===== src/rtl/mips_pkg.sv =====
// Shared encodings for the multicycle MIPS control path: opcodes, funct, FSM states, selects.
// Latency: none (constants, types and a pure decode helper).
// Backpressure: n/a.
// Contents: opcode/funct constants, datapath select encodings, stateT enum,
//           ctrlT control vector, decodeNext() helper for the DECODE dispatch.
package mips_pkg;

  localparam logic [5:0] opRtype = 6'b000000;
  localparam logic [5:0] opJ     = 6'b000010;
  localparam logic [5:0] opJal   = 6'b000011;
  localparam logic [5:0] opBeq   = 6'b000100;
  localparam logic [5:0] opBne   = 6'b000101;
  localparam logic [5:0] opAddi  = 6'b001000;
  localparam logic [5:0] opXori  = 6'b001110;
  localparam logic [5:0] opLw    = 6'b100011;
  localparam logic [5:0] opSw    = 6'b101011;

  localparam logic [5:0] functJr = 6'b001000;

  localparam logic [1:0] aluAdd   = 2'b00;
  localparam logic [1:0] aluSub   = 2'b01;
  localparam logic [1:0] aluFunct = 2'b10;
  localparam logic [1:0] aluXor   = 2'b11;

  localparam logic [1:0] srcBRt    = 2'b00;
  localparam logic [1:0] srcB4     = 2'b01;
  localparam logic [1:0] srcBImm   = 2'b10;
  localparam logic [1:0] srcBImmSh = 2'b11;

  localparam logic [1:0] pcAlu    = 2'b00;
  localparam logic [1:0] pcAluOut = 2'b01;
  localparam logic [1:0] pcJump   = 2'b10;
  localparam logic [1:0] pcRs     = 2'b11;

  localparam logic [1:0] dstRt = 2'b00;
  localparam logic [1:0] dstRd = 2'b01;
  localparam logic [1:0] dstRa = 2'b10;

  localparam logic [1:0] wbAluOut = 2'b00;
  localparam logic [1:0] wbMdr    = 2'b01;
  localparam logic [1:0] wbPc     = 2'b10;

  typedef enum logic [3:0] {
    FETCH, DECODE, MEMADR, MEMRD, MEMWB, MEMWR, REXEC, RWB,
    IEXEC, IWB, BRANCH, JUMP, JAL, JR, HALT
  } stateT;

  typedef struct packed {
    logic       memReq;
    logic       memWrite;
    logic       iord;
    logic       irWrite;
    logic       pcEn;
    logic [1:0] pcSource;
    logic       aluSrcA;
    logic [1:0] aluSrcB;
    logic [1:0] aluOp;
    logic       extZero;
    logic       regWrite;
    logic [1:0] regDst;
    logic [1:0] memToReg;
    logic       retire;
  } ctrlT;

  // Where DECODE dispatches to; HALT doubles as the illegal-opcode marker.
  function automatic stateT decodeNext(input logic [5:0] opcode, input logic [5:0] funct);
    stateT nxt;
    case (opcode)
      opLw, opSw:     nxt = MEMADR;
      opRtype:        nxt = (funct == functJr) ? JR : REXEC;
      opAddi, opXori: nxt = IEXEC;
      opBeq, opBne:   nxt = BRANCH;
      opJ:            nxt = JUMP;
      opJal:          nxt = JAL;
      default:        nxt = HALT;
    endcase
    return nxt;
  endfunction

endpackage


===== src/rtl/ctrl_decode.sv =====
// Combinational map from FSM state (plus opcode, zero, memReady) to the datapath control vector.
// Latency: 0 cycles, purely combinational.
// Backpressure: memReady only qualifies the FETCH load enables and the store retire.
// Ports: state (current FSM state), opcode (IR opcode), zero (ALU zero flag),
//        memReady (memory done this cycle), ctrl (full control vector, unqualified by reset).
module ctrl_decode
  import mips_pkg::*;
(
  input  stateT       state,
  input  logic [5:0]  opcode,
  input  logic        zero,
  input  logic        memReady,
  output ctrlT        ctrl
);

  always_comb begin
    ctrl = '0;
    case (state)
      FETCH: begin
        ctrl.memReq   = 1'b1;
        ctrl.iord     = 1'b0;
        ctrl.aluSrcA  = 1'b0;
        ctrl.aluSrcB  = srcB4;
        ctrl.aluOp    = aluAdd;
        ctrl.irWrite  = memReady;
        ctrl.pcEn     = memReady;
        ctrl.pcSource = pcAlu;
      end
      DECODE: begin
        // Branch target computed speculatively into ALUOut.
        ctrl.aluSrcB = srcBImmSh;
      end
      MEMADR: begin
        ctrl.aluSrcA = 1'b1;
        ctrl.aluSrcB = srcBImm;
      end
      MEMRD: begin
        ctrl.memReq = 1'b1;
        ctrl.iord   = 1'b1;
      end
      MEMWB: begin
        ctrl.regWrite = 1'b1;
        ctrl.regDst   = dstRt;
        ctrl.memToReg = wbMdr;
        ctrl.retire   = 1'b1;
      end
      MEMWR: begin
        ctrl.memReq   = 1'b1;
        ctrl.memWrite = 1'b1;
        ctrl.iord     = 1'b1;
        ctrl.retire   = memReady;
      end
      REXEC: begin
        ctrl.aluSrcA = 1'b1;
        ctrl.aluSrcB = srcBRt;
        ctrl.aluOp   = aluFunct;
      end
      RWB: begin
        ctrl.regWrite = 1'b1;
        ctrl.regDst   = dstRd;
        ctrl.memToReg = wbAluOut;
        ctrl.retire   = 1'b1;
      end
      IEXEC: begin
        ctrl.aluSrcA = 1'b1;
        ctrl.aluSrcB = srcBImm;
        ctrl.aluOp   = (opcode == opXori) ? aluXor : aluAdd;
        ctrl.extZero = (opcode == opXori);
      end
      IWB: begin
        ctrl.regWrite = 1'b1;
        ctrl.regDst   = dstRt;
        ctrl.memToReg = wbAluOut;
        ctrl.retire   = 1'b1;
      end
      BRANCH: begin
        ctrl.aluSrcA  = 1'b1;
        ctrl.aluSrcB  = srcBRt;
        ctrl.aluOp    = aluSub;
        ctrl.pcSource = pcAluOut;
        ctrl.pcEn     = (opcode == opBne) ? ~zero : zero;
        ctrl.retire   = 1'b1;
      end
      JUMP: begin
        ctrl.pcEn     = 1'b1;
        ctrl.pcSource = pcJump;
        ctrl.retire   = 1'b1;
      end
      JAL: begin
        // PC register still holds PC+4 here, which is the link value.
        ctrl.pcEn     = 1'b1;
        ctrl.pcSource = pcJump;
        ctrl.regWrite = 1'b1;
        ctrl.regDst   = dstRa;
        ctrl.memToReg = wbPc;
        ctrl.retire   = 1'b1;
      end
      JR: begin
        ctrl.pcEn     = 1'b1;
        ctrl.pcSource = pcRs;
        ctrl.retire   = 1'b1;
      end
      default: ctrl = '0;  // HALT: everything off
    endcase
  end

endmodule


===== src/rtl/multicycle_control.sv =====
// Multicycle MIPS sequencing FSM: state register, next-state logic, sticky illegal flag.
// Latency: lw 5, sw/R/addi/xori 4, branch/jump 3 cycles; +1 per mem_ready=0 cycle.
// Backpressure: stalls in FETCH/MEMRD/MEMWR with request held until mem_ready.
// Ports: clk, reset_n (async active-low); opcode/funct from IR; zero (ALU flag);
//        mem_ready; datapath enables/selects; retire pulse; illegal (sticky).
module multicycle_control
  import mips_pkg::*;
(
  input  logic       clk,
  input  logic       reset_n,
  input  logic [5:0] opcode,
  input  logic [5:0] funct,
  input  logic       zero,
  input  logic       mem_ready,
  output logic       mem_req,
  output logic       mem_write,
  output logic       iord,
  output logic       ir_write,
  output logic       pc_en,
  output logic [1:0] pc_source,
  output logic       alu_src_a,
  output logic [1:0] alu_src_b,
  output logic [1:0] alu_op,
  output logic       ext_zero,
  output logic       reg_write,
  output logic [1:0] reg_dst,
  output logic [1:0] mem_to_reg,
  output logic       retire,
  output logic       illegal
);

  stateT state;
  stateT decodeState;
  ctrlT  ctrl;
  logic  illegalQ;

  assign decodeState = decodeNext(opcode, funct);

  ctrl_decode uDecode (
    .state    (state),
    .opcode   (opcode),
    .zero     (zero),
    .memReady (mem_ready),
    .ctrl     (ctrl)
  );

  always_ff @(posedge clk or negedge reset_n) begin
    if (!reset_n) begin
      state    <= FETCH;
      illegalQ <= 1'b0;
    end else begin
      case (state)
        FETCH:  if (mem_ready) state <= DECODE;
        DECODE: begin
          state <= decodeState;
          if (decodeState == HALT) illegalQ <= 1'b1;
        end
        MEMADR: state <= (opcode == opSw) ? MEMWR : MEMRD;
        MEMRD:  if (mem_ready) state <= MEMWB;
        MEMWR:  if (mem_ready) state <= FETCH;
        REXEC:  state <= RWB;
        IEXEC:  state <= IWB;
        HALT:   state <= HALT;
        default: state <= FETCH;  // all writeback / PC-update states
      endcase
    end
  end

  // Enables are qualified by reset_n so an asserted reset kills them immediately,
  // while the state register already reads FETCH and selects show FETCH values.
  assign mem_req    = ctrl.memReq   & reset_n;
  assign mem_write  = ctrl.memWrite & reset_n;
  assign ir_write   = ctrl.irWrite  & reset_n;
  assign pc_en      = ctrl.pcEn     & reset_n;
  assign reg_write  = ctrl.regWrite & reset_n;
  assign retire     = ctrl.retire   & reset_n;
  assign iord       = ctrl.iord;
  assign pc_source  = ctrl.pcSource;
  assign alu_src_a  = ctrl.aluSrcA;
  assign alu_src_b  = ctrl.aluSrcB;
  assign alu_op     = ctrl.aluOp;
  assign ext_zero   = ctrl.extZero;
  assign reg_dst    = ctrl.regDst;
  assign mem_to_reg = ctrl.memToReg;
  assign illegal    = illegalQ;

endmodule


===== config.mk =====
export PLATFORM = sky130hd
export DESIGN_NAME = multicycle_control
export DESIGN_NICKNAME = d
export VERILOG_FILES = /design/src/rtl/mips_pkg.sv /design/src/rtl/ctrl_decode.sv /design/src/rtl/multicycle_control.sv
export SDC_FILE = /design/constraint.sdc
export NUM_CORES = 1
export LEC_CHECK = 0
export BUFFER_PORTS_ARGS = -buffer_cell sky130_fd_sc_hd__buf_4
export CELL_PAD_IN_SITES_DETAIL_PLACEMENT = 1
export CELL_PAD_IN_SITES_GLOBAL_PLACEMENT = 1
export CORE_MARGIN = 4
export CORE_UTILIZATION = 30
export CTS_BUF_LIST = sky130_fd_sc_hd__clkbuf_8
export DETAILED_ROUTE_END_ITERATION = 10
export PLACE_DENSITY_LB_ADDON = 0.1
export SYNTH_ARGS = -nofsm -noshare
export SYNTH_HDL_FRONTEND = slang
export SYNTH_HIERARCHICAL = 1
export SYNTH_SLANG_ARGS = --single-unit
export TNS_END_PERCENT = 1

===== constraint.sdc =====
create_clock -name clk -period 1.8 [get_ports clk]
set_input_delay 0.27 -clock clk [delete_from_list [all_inputs] [get_ports clk]]
set_output_delay 0.27 -clock clk [all_outputs]
set_load 0.03 [all_outputs]

======== Word level (Yosys, flattened, before mapping) ========
Index checks and enable logic that the tools add are counted.
Widths: inputs -> output; s select.
word-level totals
  output and inout port bits .............. 20
  bits in registers ....................... 5
  bits of input ports ..................... 16
  word-level logic and storage cells ...... 69
cells by class
  bitwise gates (word level) .............. 7
  muxes and demuxes ....................... 20
  equality and inequality tests ........... 27
  reductions and logical operators ........ 13
operators with widths
  kind                number
  $eq 4x4->1 const B  8
  $pmux 4 s8          1
  $pmux 4 s6          1
  $pmux 5 s4          1
  $eq 6x4->1 const B  3
  $eq 4x3->1 const B  4
  $mux 4              4
  $eq 6x2->1 const B  2
  $eq 6x3->1 const B  2
  $eq 6x6->1 const B  2
  $pmux 2 s3          2
  $pmux 3 s4          1
  $reduce_or 2->1     6
  $eq 4x2->1 const B  2
  $mux 1              7
  $reduce_or 7->1     1
  $and 1x1->1         6
  $logic_not 6->1     1
  $ne 2x2->1 const B  3
  $eq 4x1->1 const B  1
  $logic_not 4->1     1
  $reduce_or 4->1     1
  $mux 3              1
  $reduce_and 3->1    1
  other kinds (5)     5

======== Longest topological paths before layout ========
Gate-level depths: netlist of the first run.
  depth in word-level cells ............... 5
  depth in mapped cells ................... 6

======== Modules after synthesis ========
The synthesis of the first run kept the hierarchy.
modules (own cells, without submodules)
  module              instances  sequential area each (µm²)  area an instance (µm²)  cells each
  multicycle_control  1          125.1                       563.0                   64
  ctrl_decode         1          0.0                         369.1                   59

======== Worst setup path after synthesis of the first run ========
No wires, ideal clock.
  path type ............................... reg2out
  start point ............................. register state[1]
  end point ............................... output port alu_op[1]
  buffers on the path ..................... 0
  slack ................................... -83 ps
  data arrival time ....................... 1613 ps
  stages on the path, launching flop included .. 3
  data required time ...................... 1530 ps
  path through ............................ dfrtp_1 -> or2_2 -> o32ai_1
on the way
  cells in the longest elaborated chain, start to end .. 2
RTL lines
  item                                      line                      text
  start: declaration                        multicycle_control.sv:32  stateT state;
  start signal: assignment                  multicycle_control.sv:55  state <= decodeState;
  start signal: assignment                  multicycle_control.sv:58  MEMADR: state <= (opcode == opSw) ? MEMWR : MEMRD;
  $eq 4x4->1 or $eq 4x3->1 (tied branches)  ctrl_decode.sv:18         case (state)
  $pmux 2 s3 (*)                            ctrl_decode.sv:18
  end: declaration                          multicycle_control.sv:23  output logic [1:0] alu_op,
Every way passes the cells marked *; elsewhere a longest branch is shown, timed or not.

==> results of run 1 <==
cell type report:
class / instances / area share
sequential: 5 / 0.0944
tap: 31 / 0.0290
clock inverter: 1 / 0.00280
multi-input combinational: 106 / 0.572
timing repair buffer: 44 / 0.263
inverter: 3 / 0.00841
clock buffer: 3 / 0.0308
Yosys cell counts (all sizes together), types with 3 or more instances:
| cell type | count | area, um2 |
|---|---|---|
| buf | 5 | 33.8 |
| dfrtp | 5 | 125 |
| clkbuf | 4 | 36.3 |
| nor3b | 4 | 30.0 |
| nand2 | 3 | 11.3 |
| and2 | 8 | 50.1 |
| nor3 | 5 | 25.0 |
| a21oi | 3 | 15.0 |
| nor4b | 4 | 35.0 |
| nor2 | 12 | 45.0 |
| o21ai | 4 | 20.0 |
| nand2b | 6 | 37.5 |
| inv | 3 | 11.3 |
| nor2b | 7 | 46.3 |
| nand4 | 3 | 18.8 |
placed cells by master, fill, tap and decap left out, types with 3 or more instances in the layout:
| cell type | n |
|---|---|
| and2_1 | 7 |
| nand4_1 | 3 |
| buf_6 | 3 |
| o21ai_0 | 4 |
| dfrtp_1 | 4 |
| nor2_1 | 12 |
| nor3_1 | 5 |
| a21oi_1 | 3 |
| buf_4 | 39 |
| nor4b_1 | 4 |
| clkbuf_8 | 3 |
| inv_1 | 3 |
| nand2b_1 | 5 |
| nor3b_1 | 3 |
| nor2b_1 | 6 |
per-stage QoR:
stage	total power, mW	setup TNS (ns)	area (um2)
global route	2.20	-0.608	1340
floorplan	1.29	-0.0722	940
detailed placement	1.71	0	1230
finish	2.03	-0.274	1340
CTS	1.98	-0.405	1310
global placement	1.67	0	1230
registers in the layout, summed over array words and instances (netlist names):
name,count
illegal,1
state,4
power breakdown:
part | leakage (nW) | total, mW | internal [mW] | switching (mW)
registers | 0.0584 | 0.206 | 0.156 | 0.0502
logic | 0.485 | 1.62 | 0.708 | 0.915
clock network | 0.0269 | 0.201 | 0.146 | 0.0547
total | 0.570 | 2.03 | 1.01 | 1.02
timing repair:
| action | in CTS | in global routing |
|---|---|---|
| pin swaps | 4 | 3 |
| setup endpoints to repair | 8 | 8 |
| hold buffers | 1 | 0 |
| endpoints found under the hold margin | 5 | 0 |
| gates cloned | 0 | 0 |
| resized for setup | 7 | 7 |
cell families after synthesis:
logic type                share of synthesized area
buffers and inverters                        0.0872
DFF                                           0.134
muxes                                        0.0215
AOI/OAI and AO/OA                             0.244
xor gates and xnor gates                     0.0376
and+or+nand+nor                               0.475
per-layer routing:
layer	part of all wire	global-route usage	wire, um	up-vias
met5	0	0	0	-
met2	0.53	0.257	1560	25
met4	0.0054	0.0404	16	0
li1	-	-	-	542
met3	0.044	0.0350	131	2
met1	0.42	0.178	1240	517
final timing paths:
| check | to | cells after the start | slack (ns) |
|---|---|---|---|
| min in group asynchronous | illegal$_DFFE_PN0P_ | 2 | 0.51 |
| min | illegal$_DFFE_PN0P_ | 1 | 0.47 |
| max in group asynchronous | state[1]$_DFFE_PN0P_ | 2 | 1.06 |
| min reg2reg | illegal$_DFFE_PN0P_ | 1 | 0.47 |
| max reg2reg | illegal$_DFFE_PN0P_ | 6 | 0.22 |
| max | pc_en | 5 | -0.14 |
==> summary.txt, run 1 <==
Floorplanning
  • Chip Width: between 60 and 70 um
  • I/O pins: 36
  • Core Area: between 2000 and 3000 um2
  • Cell Rows: 19
  • Initial core utilization: 0.327
  • Die ar.: 4060 um2
  • Die height: about 64 um

Min path
  • Hold Crit Start: illegal$_DFFE_PN0P_
  • Min-delay worst type: reg2reg

Timing
  • Max-slew headroom: 0.739
  • Final worst slack: -0.142 ns
  • Final Hold Slack: between 0.4 and 0.5 ns
  • Highest clock rate: roughly 500 MHz
  • Slew Viols, Final: 0
  • Minimum clock period: 1.94 ns
  • RSZ-0062 raised after global routing: yes
  • Measured slew at the worst slew-check pin: 0.386 ns
  • Final worst path period share: 1.08
  • Final Setup Violations: 3
  • Worst Skew: approximately 0.00016 ns
  • Final Hold Violating Endpoints: 0

CTS
  • Worst skew pair latency: 0.22 ns
  • Max clock buf depth: 2
  • CTS tree: built
  • Total CTS buffers: 3
  • Root Buffer: clkbuf_8
  • Post-CTS setup-driven buffer insertion count: 0
  • # clock sinks: 5
  • H-tree depth: 1
  • Clk pin slew, worst setup/hold paths: approximately 0.04 ns

Drt
  • Vias per cell: 5.63
  • Final wirelength: 2.95 mm
  • Vias: approximately 1.1k
  • ANT nets after route: 0
  • Router iterations before antenna repair: 4
  • Drt initial violations: 45
  • DRC errors left: 0
  • WL per Instance: 15.3 um

Layout
  • # diodes: 0
  • Fill cells: ~370
  • Register area: 126 um2
  • Final Core Density: 0.469
  • Nets@finish: ~180
  • Multi-input logic area: about 770 um2
  • Share of cells above drive strength 1: 0.395
  • Final cell count without fillers: 193
  • Syn-to-layout area delta: 43.6%

Yosys
  • Sequential area share after synthesis: 0.134
  • Mapped Nets: between 100 and 150
  • YS warnings: 6
  • Netlist cell types: 55
  • Async S/R FF share, synth: 1.00
  • EDFF count, synth: 0
  • Syn Area/Cell: 7.58 um2
  • Syn Inst Count: around 120
  • Main synth FF type: dfrtp_1
  • Synth Cell Area: around 930 um2
  • Seq cells post-synth: 5

Critical path
  • Crit-path slowest cell: or4b_1
  • Crit path kind: reg2out
  • CP required: ~1.5 ns
  • Worst setup EP type: output port
  • Max incr delay on CP: 0.52 ns
  • Data arrival time of the worst path: 1.67 ns
  • CP delay by family, top: simple AND/OR/NAND/NOR gates
  • Worst setup startpoint: state[3]$_DFFE_PN0P_
  • Crit path max fanout: 2
  • RR Startpoint: state[0]$_DFFE_PN0P_
  • Crit start category: register
  • Crit path cell chain: or4b_1, a22oi_1, and3_1, and2_4, buf_6
  • Buf+Inv Stages, Crit Path: 1

Run
  • Maxcap violations: 0

Global route
  • First-pass GRT wire length: slightly below 5 mm
  • Vias in the first global route: 1049
  • Total track usage: 0.146
  • Largest net degree at the start of global routing: 28
  • Gr ovfl total: 0
  • Initial antenna violation count: 0

Place
  • Final Wtd Congestion: roughly 0.76
  • Hpwl dp: 2.23 mm
  • Placed cells: 188
  • IO Port Bufs: 35
  • Pre-CTS setup slack: between 0.06 and 0.07 ns

Pwr
  • Pwr Density: approximately 1500 nW/um2
  • Static Leak: between 0.5 and 0.6 nW
  • Peak supply drop: 0.781 mV

Outcome
  • Failing checks: negative setup slack
  • Outcome: complete, but fails checks
No activity file was read; power rests on OpenSTA's default activity.
==> run 2: changes to the inputs <==
--- a/config.mk
+++ b/config.mk
@@ -12,7 +12,8 @@
 export CORE_UTILIZATION = 30
 export CTS_BUF_LIST = sky130_fd_sc_hd__clkbuf_8
 export DETAILED_ROUTE_END_ITERATION = 10
-export PLACE_DENSITY_LB_ADDON = 0.1
+export PLACE_DENSITY = 0.68
+export SKIP_CTS_REPAIR_TIMING = 1
 export SYNTH_ARGS = -nofsm -noshare
 export SYNTH_HDL_FRONTEND = slang
 export SYNTH_HIERARCHICAL = 1
==> run 2 against run 1 <==
  * The flow still finishes with violations (negative setup slack)
  * Die area is the same
  * Global-route usage grew 0.37 points
  * Via count shrank 0.92%
  * Design area grew 0.84%
  * Maximum frequency shrank 0.89%
  * Count of clock-buffer cells in the layout is the same
  * Flip-flop and latch count is the same
==> summary.txt, run 2 (synthesis results as in run 1) <==
Layout
  • Max FFs per register: 4 (unchanged)
  • Final cell count without fillers: 194 (+0.52%)
  • Commonest non-fill, non-tap cell in the layout: buf_4
  • Most frequent cells in the layout: buf_4, nor2_1, and2_1
  • Syn-to-layout area delta: 44.8%
  • Fill cells: 369 (-0.81%)
  • Nets@finish: 180 (+0.56%)
  • Largest reg by FF count: state
  • # diodes: 0 (unchanged)
  • Share of cells above drive strength 1: 0.393 (-0.00242)
  • Final std cell area, no fill: 1350 um2 (+0.84%)

Outcome
  • Outcome: complete, but fails checks
  • Failing checks: negative setup slack

Drt
  • Vias per cell: 5.55 (-1.4%)
  • WL per Instance: 15.8 um (+3.6%)
  • Final wirelength: 3.07 mm (+4.2%)
  • Router iterations before antenna repair: 4 (unchanged)
  • Drt initial violations: 22 (-51%)
  • Vias: 1076 (-0.92%)
  • DRC errors left: 0 (unchanged)
  • ANT nets after route: 0 (unchanged)

Min path
  • Hold Crit Start: illegal$_DFFE_PN0P_
  • Hold Path Stages: 1 (unchanged)
  • Endpoint with the worst hold slack: illegal$_DFFE_PN0P_
  • Min-delay worst type: reg2reg

Timing
  • Final worst path period share: 1.09 (+0.00963)
  • Minimum clock period: 1.96 ns (+0.0173 ns)
  • Highest clock rate: 510 MHz (-0.89%)
  • Final Setup Violations: 4 (+1)
  • Max-slew headroom: 0.748 (+0.00897)
  • Setup_tns: -0.177 ns (+0.0972 ns)
  • Measured slew at the worst slew-check pin: 0.373 ns (-0.0133 ns)
  • RSZ-0062 raised after global routing: yes
  • Slew Viols, Final: 0 (unchanged)
  • Final worst slack: -0.159 ns (-0.0173 ns)
  • Final Hold Violating Endpoints: 0 (unchanged)
  • Worst Skew: 0.00261 ns (+0.00245 ns)

Floorplanning
  • Core Area: 2850 um2 (unchanged)
  • Cell Rows: 19 (unchanged)
  • Die ar.: 4060 um2 (unchanged)
  • Die height: 63.7 um (unchanged)
  • I/O pins: 36 (unchanged)
  • Chip Width: 63.7 um (unchanged)
  • Initial core utilization: 0.327 (unchanged)

CTS
  • Clk pin slew, worst setup/hold paths: 0.04 ns (about the same)
  • # clock sinks: 5 (unchanged)
  • Worst skew pair latency: 0.22 ns (about the same)
  • Max clock buf depth: 2 (unchanged)
  • Total CTS buffers: 3 (unchanged)
  • Root Buffer: clkbuf_8
  • CTS tree: built
  • H-tree depth: 1 (unchanged)

Critical path
  • Worst setup EP type: output port
  • R2r setup slk: 0.15 ns (-0.07 ns)
  • Crit start category: register
  • Crit path max fanout: 2 (unchanged)
  • Worst R2R Path Depth: 5 (-1)
  • RR Endpoint: illegal$_DFFE_PN0P_
  • Crit path kind: reg2out
  • RR Startpoint: state[1]$_DFFE_PN0P_
  • Data arrival time of the worst path: 1.69 ns (+0.02 ns)
  • CP required: 1.53 ns (about the same)

Global route
  • Initial antenna violation count: 0 (unchanged)
  • Vias in the first global route: 1043 (-0.57%)
  • Gr ovfl total: 0 (unchanged)
  • Largest net degree at the start of global routing: 22 (-21%)
  • Total track usage: 0.150 (+0.00372)
  • First-pass GRT wire length: 5.00 mm (+3.0%)

Place
  • Placement Cell Area: 1240 um2 (+0.61%)
  • Placed cells: 189 (+0.53%)
  • IO Port Bufs: 35 (unchanged)
  • Final Wtd Congestion: 0.911 (+21%)
  • Pre-CTS setup slack: 0.0750 ns (+0.00785 ns)
  • Hpwl dp: 2.35 mm (+5.3%)

Pwr
  • Overall Power: 2.02 mW (-0.50%)
  • Pwr Density: 1500 nW/um2 (-1.3%)
  • Peak supply drop: 0.958 mV (+23%)
  • Static Leak: 0.577 nW (+1.2%)

Run
  • Maxcap violations: 0 (unchanged)
## run 2: cell types whose count changed in the layout (fill, tap and decap cells not counted), sizes merged
cell / before / now
buf: 43 / 44
## run 2: power breakdown
group | internal, mW | switching, mW | leakage [nW]
sequential | 0.156 | 0.0492 | 0.0584
combinational | 0.711 | 0.902 | 0.491
clock | 0.146 | 0.0556 | 0.0269
## run 2: how the worst max path moves through the flow
stage	startpoint	endpoint	slack (ns)
2_1_floorplan	state[3]$_DFFE_PN0P_	reg_dst[1]	-0.06
3_3_place_gp	state[0]$_DFFE_PN0P_	pc_en	0.09
3_5_place_dp	state[0]$_DFFE_PN0P_	pc_en	0.08
4_1_cts	state[0]$_DFFE_PN0P_	pc_en	-0.16
5_1_grt	state[0]$_DFFE_PN0P_	pc_en	-0.25
6_report	state[3]$_DFFE_PN0P_	pc_en	-0.16
## run 2: layout make-up
cell class                      instances  area [um2]  area share
Multi-Input combinational cell        106         758       0.562
Clock buffer                            3        41.3      0.0306
Tap cell                               31        38.8      0.0287
Inverter                                3        11.3     0.00834
Clock inverter                          1        3.75     0.00278
Timing Repair Buffer                   45         370       0.274
Sequential cell                         5         126      0.0936
## run 2: layer usage
| layer | wire, um | GRT usage | part of all wire | up-vias |
|---|---|---|---|---|
| li1 | - | - | - | 541 |
| met1 | 1400 | 0.185 | 0.46 | 509 |
| met2 | 1510 | 0.250 | 0.49 | 22 |
| met3 | 129 | 0.0403 | 0.042 | 4 |
| met4 | 31 | 0.0539 | 0.010 | 0 |
| met5 | 0 | 0 | 0 | - |
## run 2: through the flow
step           hold slack, ns   util
3_5_place_dp            0.101  0.434
4_1_cts                -0.133  0.450
2_1_floorplan         -0.0256      -
5_1_grt                 0.500  0.473
6_report                0.478  0.473
3_3_place_gp           0.0993  0.434
## run 2: critical path, stage by stage, from the launching register on
cell and delay, ns:
dfrtp_1 0.38, or4b_1 0.51, a22oi_1 0.15, and3_1 0.17, and2_4 0.14, buf_6 0.12
